[config.mk]
export PLATFORM = sky130hd
export DESIGN_NAME = vram_arbiter
export DESIGN_NICKNAME = d
export VERILOG_FILES = /design/src/rtl/vga_pkg.sv /design/src/rtl/vram_wr_fifo.sv /design/src/rtl/vram_arbiter.sv
export SDC_FILE = /design/constraint.sdc
export NUM_CORES = 1
export LEC_CHECK = 0
export CAP_MARGIN = 5
export CORE_ASPECT_RATIO = 0.8
export CORE_MARGIN = 2
export CORE_UTILIZATION = 53
export CTS_BUF_LIST = sky130_fd_sc_hd__clkbuf_8
export DETAILED_ROUTE_END_ITERATION = 10
export GPL_TIMING_DRIVEN = 0
export PLACE_DENSITY = 0.79
export SYNTH_ARGS = -nofsm -noshare
export SYNTH_HDL_FRONTEND = slang
export SYNTH_SLANG_ARGS = --single-unit
[constraint.sdc]
create_clock -name clock -period 5.6 [get_ports clock]
set_input_delay 0.84 -clock clock [delete_from_list [all_inputs] [get_ports clock]]
set_output_delay 0.84 -clock clock [all_outputs]
set_load 0.01 [all_outputs]
[src/rtl/vga_pkg.sv]
// rtl/vga_pkg.sv - shared video timing constants and VRAM port-state encoding
package vga_pkg;

  localparam int H_TOTAL  = 800;
  localparam int V_TOTAL  = 521;
  localparam int H_ACTIVE = 640;
  localparam int V_ACTIVE = 480;
  localparam int FB_WORDS = 307200;

  typedef enum logic [1:0] {
    PORT_IDLE  = 2'd0,
    PORT_FETCH = 2'd1,
    PORT_WRITE = 2'd2
  } port_state_e;

endpackage

[src/rtl/vram_wr_fifo.sv]
// rtl/vram_wr_fifo.sv - show-ahead sync FIFO buffering drawing-engine writes
module vram_wr_fifo #(
  parameter int WIDTH = 22,
  parameter int DEPTH = 4
) (
  input  logic                     clock,
  input  logic                     reset,
  input  logic                     push_i,
  input  logic [WIDTH-1:0]         push_data_i,
  input  logic                     pop_i,
  output logic [WIDTH-1:0]         head_o,
  output logic                     full_o,
  output logic                     empty_o,
  output logic [$clog2(DEPTH):0]   count_o
);
  localparam int PTR_W = $clog2(DEPTH);

  logic [WIDTH-1:0] mem_q [DEPTH];
  logic [PTR_W-1:0] wr_ptr_q, rd_ptr_q;
  logic [PTR_W:0]   count_q;
  logic             do_push, do_pop;

  assign full_o  = (count_q == (PTR_W+1)'(DEPTH));
  assign empty_o = (count_q == '0);
  assign count_o = count_q;
  assign head_o  = mem_q[rd_ptr_q];
  assign do_push = push_i && !full_o;
  assign do_pop  = pop_i && !empty_o;

  // Pointers wrap naturally because DEPTH is a power of two.
  always_ff @(posedge clock or posedge reset) begin
    if (reset) begin
      wr_ptr_q <= '0;
      rd_ptr_q <= '0;
      count_q  <= '0;
    end else begin
      if (do_push) wr_ptr_q <= wr_ptr_q + 1'b1;
      if (do_pop)  rd_ptr_q <= rd_ptr_q + 1'b1;
      case ({do_push, do_pop})
        2'b10:   count_q <= count_q + 1'b1;
        2'b01:   count_q <= count_q - 1'b1;
        default: count_q <= count_q;
      endcase
    end
  end

  always_ff @(posedge clock) begin
    if (do_push) mem_q[wr_ptr_q] <= push_data_i;
  end

endmodule

[src/rtl/vram_arbiter.sv]
// rtl/vram_arbiter.sv - single-port VRAM arbiter: display fetch always wins,
// queued drawing writes drain in cycles the display does not need.
module vram_arbiter #(
  parameter int ADDR_W        = 19,
  parameter int DATA_W        = 3,
  parameter int FIFO_DEPTH    = 4,
  parameter int HBLANK_WRITES = 1,
  parameter int FB_WORDS      = vga_pkg::FB_WORDS
) (
  input  logic              clock,
  input  logic              reset,
  input  logic              disp_active,
  input  logic              disp_vblank,
  input  logic [ADDR_W-1:0] disp_addr,
  output logic [DATA_W-1:0] pixel_rgb,
  input  logic              wr_valid,
  output logic              wr_ready,
  input  logic [ADDR_W-1:0] wr_addr,
  input  logic [DATA_W-1:0] wr_data,
  output logic [ADDR_W-1:0] mem_addr,
  output logic              mem_we,
  output logic [DATA_W-1:0] mem_wdata,
  input  logic [DATA_W-1:0] mem_rdata,
  output logic              busy
);
  import vga_pkg::*;

  port_state_e                  state_q, state_d;
  logic [ADDR_W-1:0]            mem_addr_q, mem_addr_d;
  logic                         mem_we_q, mem_we_d;
  logic [DATA_W-1:0]            mem_wdata_q, mem_wdata_d;
  logic                         rvalid_q;
  logic [DATA_W-1:0]            pixel_q;

  logic [ADDR_W+DATA_W-1:0]     fifo_head;
  logic [ADDR_W-1:0]            head_addr;
  logic [DATA_W-1:0]            head_data;
  logic                         fifo_full, fifo_empty, fifo_pop;
  logic [$clog2(FIFO_DEPTH):0]  fifo_count;
  logic                         drain_ok, head_in_range;

  vram_wr_fifo #(
    .WIDTH (ADDR_W + DATA_W),
    .DEPTH (FIFO_DEPTH)
  ) u_fifo (
    .clock       (clock),
    .reset       (reset),
    .push_i      (wr_valid && wr_ready),
    .push_data_i ({wr_addr, wr_data}),
    .pop_i       (fifo_pop),
    .head_o      (fifo_head),
    .full_o      (fifo_full),
    .empty_o     (fifo_empty),
    .count_o     (fifo_count)
  );

  assign head_addr     = fifo_head[ADDR_W+DATA_W-1:DATA_W];
  assign head_data     = fifo_head[DATA_W-1:0];
  assign head_in_range = (head_addr < ADDR_W'(FB_WORDS));
  assign drain_ok      = (HBLANK_WRITES != 0) || disp_vblank;

  // Out-of-range entries are popped like any other but never drive the RAM.
  always_comb begin
    state_d     = PORT_IDLE;
    fifo_pop    = 1'b0;
    mem_addr_d  = mem_addr_q;
    mem_we_d    = 1'b0;
    mem_wdata_d = mem_wdata_q;
    if (disp_active) begin
      state_d    = PORT_FETCH;
      mem_addr_d = disp_addr;
    end else if (!fifo_empty && drain_ok) begin
      state_d  = PORT_WRITE;
      fifo_pop = 1'b1;
      if (head_in_range) begin
        mem_addr_d  = head_addr;
        mem_wdata_d = head_data;
        mem_we_d    = 1'b1;
      end
    end
  end

  // Fetch valid travels with the data: state_q -> rvalid_q -> pixel_q.
  always_ff @(posedge clock or posedge reset) begin
    if (reset) begin
      state_q     <= PORT_IDLE;
      mem_addr_q  <= '0;
      mem_we_q    <= 1'b0;
      mem_wdata_q <= '0;
      rvalid_q    <= 1'b0;
      pixel_q     <= '0;
    end else begin
      state_q     <= state_d;
      mem_addr_q  <= mem_addr_d;
      mem_we_q    <= mem_we_d;
      mem_wdata_q <= mem_wdata_d;
      rvalid_q    <= (state_q == PORT_FETCH);
      pixel_q     <= rvalid_q ? mem_rdata : '0;
    end
  end

  assign mem_addr  = mem_addr_q;
  assign mem_we    = mem_we_q;
  assign mem_wdata = mem_wdata_q;
  assign pixel_rgb = pixel_q;
  assign wr_ready  = !fifo_full && !reset;
  assign busy      = (fifo_count != '0) || mem_we_q;

endmodule

==> Word-level counts from Yosys, hierarchy flattened <==
Memories as Yosys holds them, arrays and structs flattened.
Cells that the tools add are included.
Widths: inputs -> output; s select.
{ "op_classes": {"n_reduce_logical": 14, "eq_ne": 5, "magnitude_cmp": 1, "muxes": 14, "bitwise": 2, "add_sub_neg": 4} }
{ "ops": {"columns": ["operator", "n"], "rows": [
  ["$mux 19", 3],
  ["$lt 19x19->1 const B", 1],
  ["$mux 1", 7],
  ["$pmux 3 s2", 1],
  ["$add 2x1->2 const B", 2],
  ["$eq 2x1->1 const B", 2],
  ["$logic_and 1x1->1", 4],
  ["$mux 2", 2],
  ["$reduce_bool 2->1", 2],
  ["$add 3x1->3 const B", 1],
  ["$eq 3x3->1 const B", 1],
  ["$logic_not 1->1", 3],
  ["$logic_not 3->1", 1],
  ["$mux 3", 1],
  ["$reduce_and 3->1", 1],
  ["$reduce_bool 3->1", 1],
  ["$sub 3x1->3 const B", 1],
  ["$eq 2x2->1 const B", 1],
  ["$ne 2x2->1 const B", 1],
  ["$not 1->1", 2],
  ["$reduce_and 2->1", 1],
  ["$logic_or 1x1->1", 1]
]} }
{ "word_totals": {"ramBits": 88, "in_bits": 49, "regBits": 36, "wordCells": 50, "n_memories": 1, "output_inout_bits": 28} }
{ "memory_table": {"columns": ["memory", "depth", "word_bits", "rd", "rd_clocked_by_memory_dff", "write_ports", "line", "source"], "rows": [
  ["u_fifo.mem_q", 4, 22, 1, 0, 1, "vram_wr_fifo.sv:18", "logic [WIDTH-1:0] mem_q [DEPTH];"]
]} }

==> Depth between registers and ports, before layout <==
{ "depth": {"word_depth": 7, "depth_mapped": 10, "ltp_nobuf": 10} }

==> Modules after synthesis <==
From an unflattened synthesis, not the netlist that was laid out.
{ "unflattened": {"hier_cells": 269, "hier_area_um2": 4946.0} }
{ "by_module_without_submodules": {"columns": ["module", "n_inst", "area_each_um2", "cells_each", "seq_area_each_um2"], "rows": [
  ["vram_wr_fifo", 1, 3643.5, 153, 2817.7],
  ["vram_arbiter", 1, 1302.5, 116, 725.7]
]} }

==> Least setup slack after synthesis <==
OpenSTA, ideal clock, no wires.
{ "synth_path": {"path_type": "input port to flip-flop", "from": "input disp_active", "to": "register u_fifo.count_q[2] (netlist: u_fifo.count_o[2])", "path_stages": 10, "setup_ns": 0.079, "t_arrival_ns": 2.380, "slack_ns": 3.141, "t_required_ns": 5.521, "n_path_buf": 1, "path_cell_list": "inv_1 -> clkbuf_1 -> nand2_1 -> inv_1 -> ha_1 -> inv_1 -> fa_1 -> xor2_1 -> nor2_1 -> xor2_1"} }
{ "synth_between": {"elab_chain_cells": 4, "word_cells_on_any_way": 6, "cone_classes": "2 x eq/ne; 2 x mux; 2 x reduce/logical"} }
{ "synth_rtl": {"columns": ["item", "line", "source"], "rows": [
  ["start: declaration", "vram_arbiter.sv:12", "input logic disp_active,"],
  ["$mux 1 (*)", "vram_arbiter.sv:69", "if (disp_active) begin"],
  ["via fifo_pop", "vram_arbiter.sv:38", "logic fifo_full, fifo_empty, fifo_pop;"],
  ["$logic_and 1x1->1 (*)", "vram_wr_fifo.sv:28", "assign do_pop = pop_i && !empty_o;"],
  ["$eq 2x1->1 / $eq 2x2->1 (equally long branches)", "vram_wr_fifo.sv:39", "case ({do_push, do_pop})"],
  ["$pmux 3 s2 / $reduce_bool 2->1 (equally long branches)", null, null],
  ["end signal: assignment", "vram_wr_fifo.sv:40", "2'b10: count_q <= count_q + 1'b1;"],
  ["end signal: assignment", "vram_wr_fifo.sv:41", "2'b01: count_q <= count_q - 1'b1;"],
  ["end signal: assignment", "vram_wr_fifo.sv:42", "default: count_q <= count_q;"],
  ["end: declaration", "vram_wr_fifo.sv:20", "logic [PTR_W:0] count_q;"]
]} }
The timed path passes the listed nets; every way through them passes the cells marked *.
A chain may end at the register's enable or synchronous reset.

==> Worst setup path after layout <==
{ "layout_path": {"from": "input reset", "to": "output wr_ready"} }
{ "layout_between": {"elab_chain_cells": 2} }
{ "layout_rtl": {"columns": ["item", "line", "source"], "rows": [
  ["start: declaration", "vram_arbiter.sv:11", "input logic reset,"],
  ["$logic_not 1->1 (no line)", null, null],
  ["$logic_and 1x1->1", "vram_arbiter.sv:106", "assign wr_ready = !fifo_full && !reset;"],
  ["end: declaration", "vram_arbiter.sv:17", "output logic wr_ready,"]
]} }
Every way passes these cells.

==> metrics.yaml <==
dp.cells: 457
hp-class: "flip-flop to flip-flop"
post-route-period-util_pct: 55.0
dr_total_vias: 2701
setup_tns_ps: 0
via_per_inst: 5.52
finalSetupViolCount: 0
p_int_mw: 2.08
core_mm2: 0.00900
layout.nets: 416
hold_viol: 0
ys_types: 35
post-route-min-period_ps: 3080
cts_tree: "yes"
fmax_ghz: 0.325
critPathRequiredTime_ps: 4760
syn2layout_area_growth_pct: 26.7
rows: 31
p_per_area_mw_per_mm2: 486
antenna_found_initial: 0
post-cts-setup-buffers: 0
cap_violations: 0
cts_max_level: 4
vdd_drop_max_mv: 0.219
cts.sinks: 124
p_switching_uw: 911
slew_headroom_pct: 17.0
synth_warnings: 0
finalNonFillerCells: 489
wl_per_cell_um: 20.3
fin_util_pct: 68.4
grt_max_degree: 23
ctsResizeCount: 0
dieHeight_um: 89.6
drc_errors: 0
max_slew.worst_pin.slew_ps: 1240
cts.path.max_buffers: 2
clock-root-buffer: "clkbuf_8"
hpwl_um: 6510
first_iter_violations: 223
avgSynthCellArea_um2: 18.3
postRouteAntennaNets: 0
die_w_um: 111
insertion_delay_ps: 420
pwr-share-seq_pct: 42.4
cts_hold_buf: 0
grt_first_pass_wirelength_um: 15700
synth_edf_count: 88
syn_area_mm2: 0.00486
swShare_pct: 30.5
drive_gt1_share_pct: 16.6
portBuffers: 75
cp-start-kind: "input port"
r2r_setup_slack_ps: 3070
pwr-share-comb_pct: 33.3
ys_ff_latch: 124
syn-num-nets: 321
first_pass_iters: 5
critPathMaxFanout: 6
arrival_ps: 2240
clk_pin_slew_worst_paths_ps: 70
p_leak_nw: 2.29
initial_core_util_pct: 54.0
numCtsBuffers: 17
finalMaxSlewViolations: 0
rsz0062_at_grt: "false"
clkPwrFrac_pct: 24.3
fillers: 593
status: "complete, no violations"
worstSetupPathType: "input port to output pin"
diodes: 0
die_area_mm2: 0.00995
grt.total_usage_pct: 21.8
num_io_pins: 77
synthFlopType: "edfxtp_1"
yosysSeqAreaShare_pct: 72.9
gp_congestion: 0.805
gr-total-overflow: 0
async_flop_share_pct: 29.0
end_kind: "output pin"
syn_inst: 266
routed_wl_um: 9920
skew_ps: 9.59
first_global_vias: 2893
[per-layer routing]
| layer | global-route usage [%] | vias up | wire length (um) |
|---|---|---|---|
| li1 | - | 1209 | - |
| met1 | 28.2 | 1371 | 4230 |
| met2 | 36.2 | 101 | 4840 |
| met3 | 7.05 | 20 | 664 |
| met4 | 7.52 | 0 | 176 |
| met5 | 0 | - | 0 |
[placed cells by master, fill, tap and decap left out, types with 2 or more instances in the layout]
master / Yosys / layout
a22oi_1: 2 / 2
nor2_1: 2 / 2
inv_1: 13 / 14
edfxtp_1: 88 / 88
o21ai_1: 2 / 2
clkinvlp_4: 0 / 6
xor2_1: 2 / 2
clkinv_2: 0 / 3
and2_1: 11 / 11
buf_6: 2 / 2
buf_4: 2 / 2
dfrtp_1: 36 / 36
and3_1: 5 / 5
mux2_1: 12 / 12
nand2_1: 29 / 29
buf_2: 2 / 2
clkbuf_1: 2 / 2
buf_1: 2 / 2
clkbuf_8: 0 / 20
clkdlybuf4s50_1: 0 / 75
xnor2_1: 4 / 4
a221o_1: 7 / 7
ha_1: 5 / 5
mux4_2: 22 / 22
nor3_1: 2 / 2
[worst paths after layout]
check,from,endpoint,cells after the start
max,reset,wr_ready,3
min,state_q[1]$_DFF_PP0_,rvalid_q$_DFF_PP0_,1
max reg2reg,u_fifo.rd_ptr_q[0]$_DFFE_PP0P_,mem_wdata[0]$_DFFE_PP0P_,7
min reg2reg,state_q[1]$_DFF_PP0_,rvalid_q$_DFF_PP0_,1
max in group asynchronous,reset,mem_addr[7]$_DFFE_PP0P_,3
min in group asynchronous,reset,state_q[0]$_DFF_PP0_,2
[flip-flops by register name, indices dropped and copies added, names as in the netlist]
name	flops
rvalid_q	1
state_q	2
u_fifo.mem_q	88
u_fifo.rd_ptr_q	2
u_fifo.count_o	3
pixel_rgb	3
mem_we	1
mem_wdata	3
u_fifo.wr_ptr_q	2
mem_addr	19
[power groups by stage]
stage / logic [mW] / registers, mW / clock network (mW)
2_1_floorplan: 0.570 / 1.30 / 0
3_3_place_gp: 0.969 / 1.28 / 0
3_5_place_dp: 1.00 / 1.28 / 0
4_1_cts: 1.01 / 1.27 / 0.736
5_1_grt: 1.08 / 1.29 / 0.783
6_report: 0.995 / 1.27 / 0.727
[per-stage QoR]
step	area [um^2]	hold slack [ps]	total power, mW	setup slack [ps]
floorplan	4860	378	1.87	3140
global placement	5750	380	2.24	2190
detailed placement	5780	383	2.29	2160
CTS	6150	394	3.01	2540
global route	6150	424	3.15	2380
finish	6150	392	2.99	2520
[final cells by class]
type                            instances  area, um^2  area share [%]
Tap cell                              115         144            2.34
Clock buffer                           20         275            4.47
Sequential cell                       124        3540            57.6
Multi-Input combinational cell        119        1200            19.6
Clock inverter                         12        97.6            1.59
Inverter                               13        48.8           0.793
Timing Repair Buffer                   76         778            12.6
Buffer                                 10        62.6            1.02
[cells in the mapped netlist, types with 2 or more instances]
cell / number / share of area (%)
mux4_2: 22 / 10
nand2_1: 29 / 2.2
buf_6: 2 / 0.46
buf_2: 2 / 0.21
and3_1: 5 / 0.64
a221o_1: 7 / 1.4
nor2_1: 2 / 0.15
edfxtp_1: 88 / 54
buf_4: 2 / 0.31
mux2_1: 12 / 2.8
ha_1: 5 / 1.3
inv_1: 13 / 1.0
xnor2_1: 4 / 0.72
xor2_1: 2 / 0.36
and2_1: 11 / 1.4
a22oi_1: 2 / 0.31
o21ai_1: 2 / 0.21
clkbuf_1: 2 / 0.15
dfrtp_1: 36 / 19
nor3_1: 2 / 0.21
buf_1: 2 / 0.15
[worst max-delay path, cell delays in order]
cell             delay (ps)
clkdlybuf4s50_1         420
a31oi_1                 360
clkdlybuf4s50_1         620
[cell families (layout without fill, tap and decap cells)]
| logic type | after synthesis | after routing | synth area share [%] |
|---|---|---|---|
| buf+inv | 23 | 131 | 2.29 |
| xor+xnor | 6 | 6 | 1.08 |
| flops | 124 | 124 | 72.9 |
| simple gates | 52 | 52 | 5.05 |
| fa+ha+maj | 6 | 6 | 1.70 |
| mux | 36 | 36 | 13.4 |
| compound gates | 19 | 19 | 3.53 |
(Power assumes the default switching activity.)
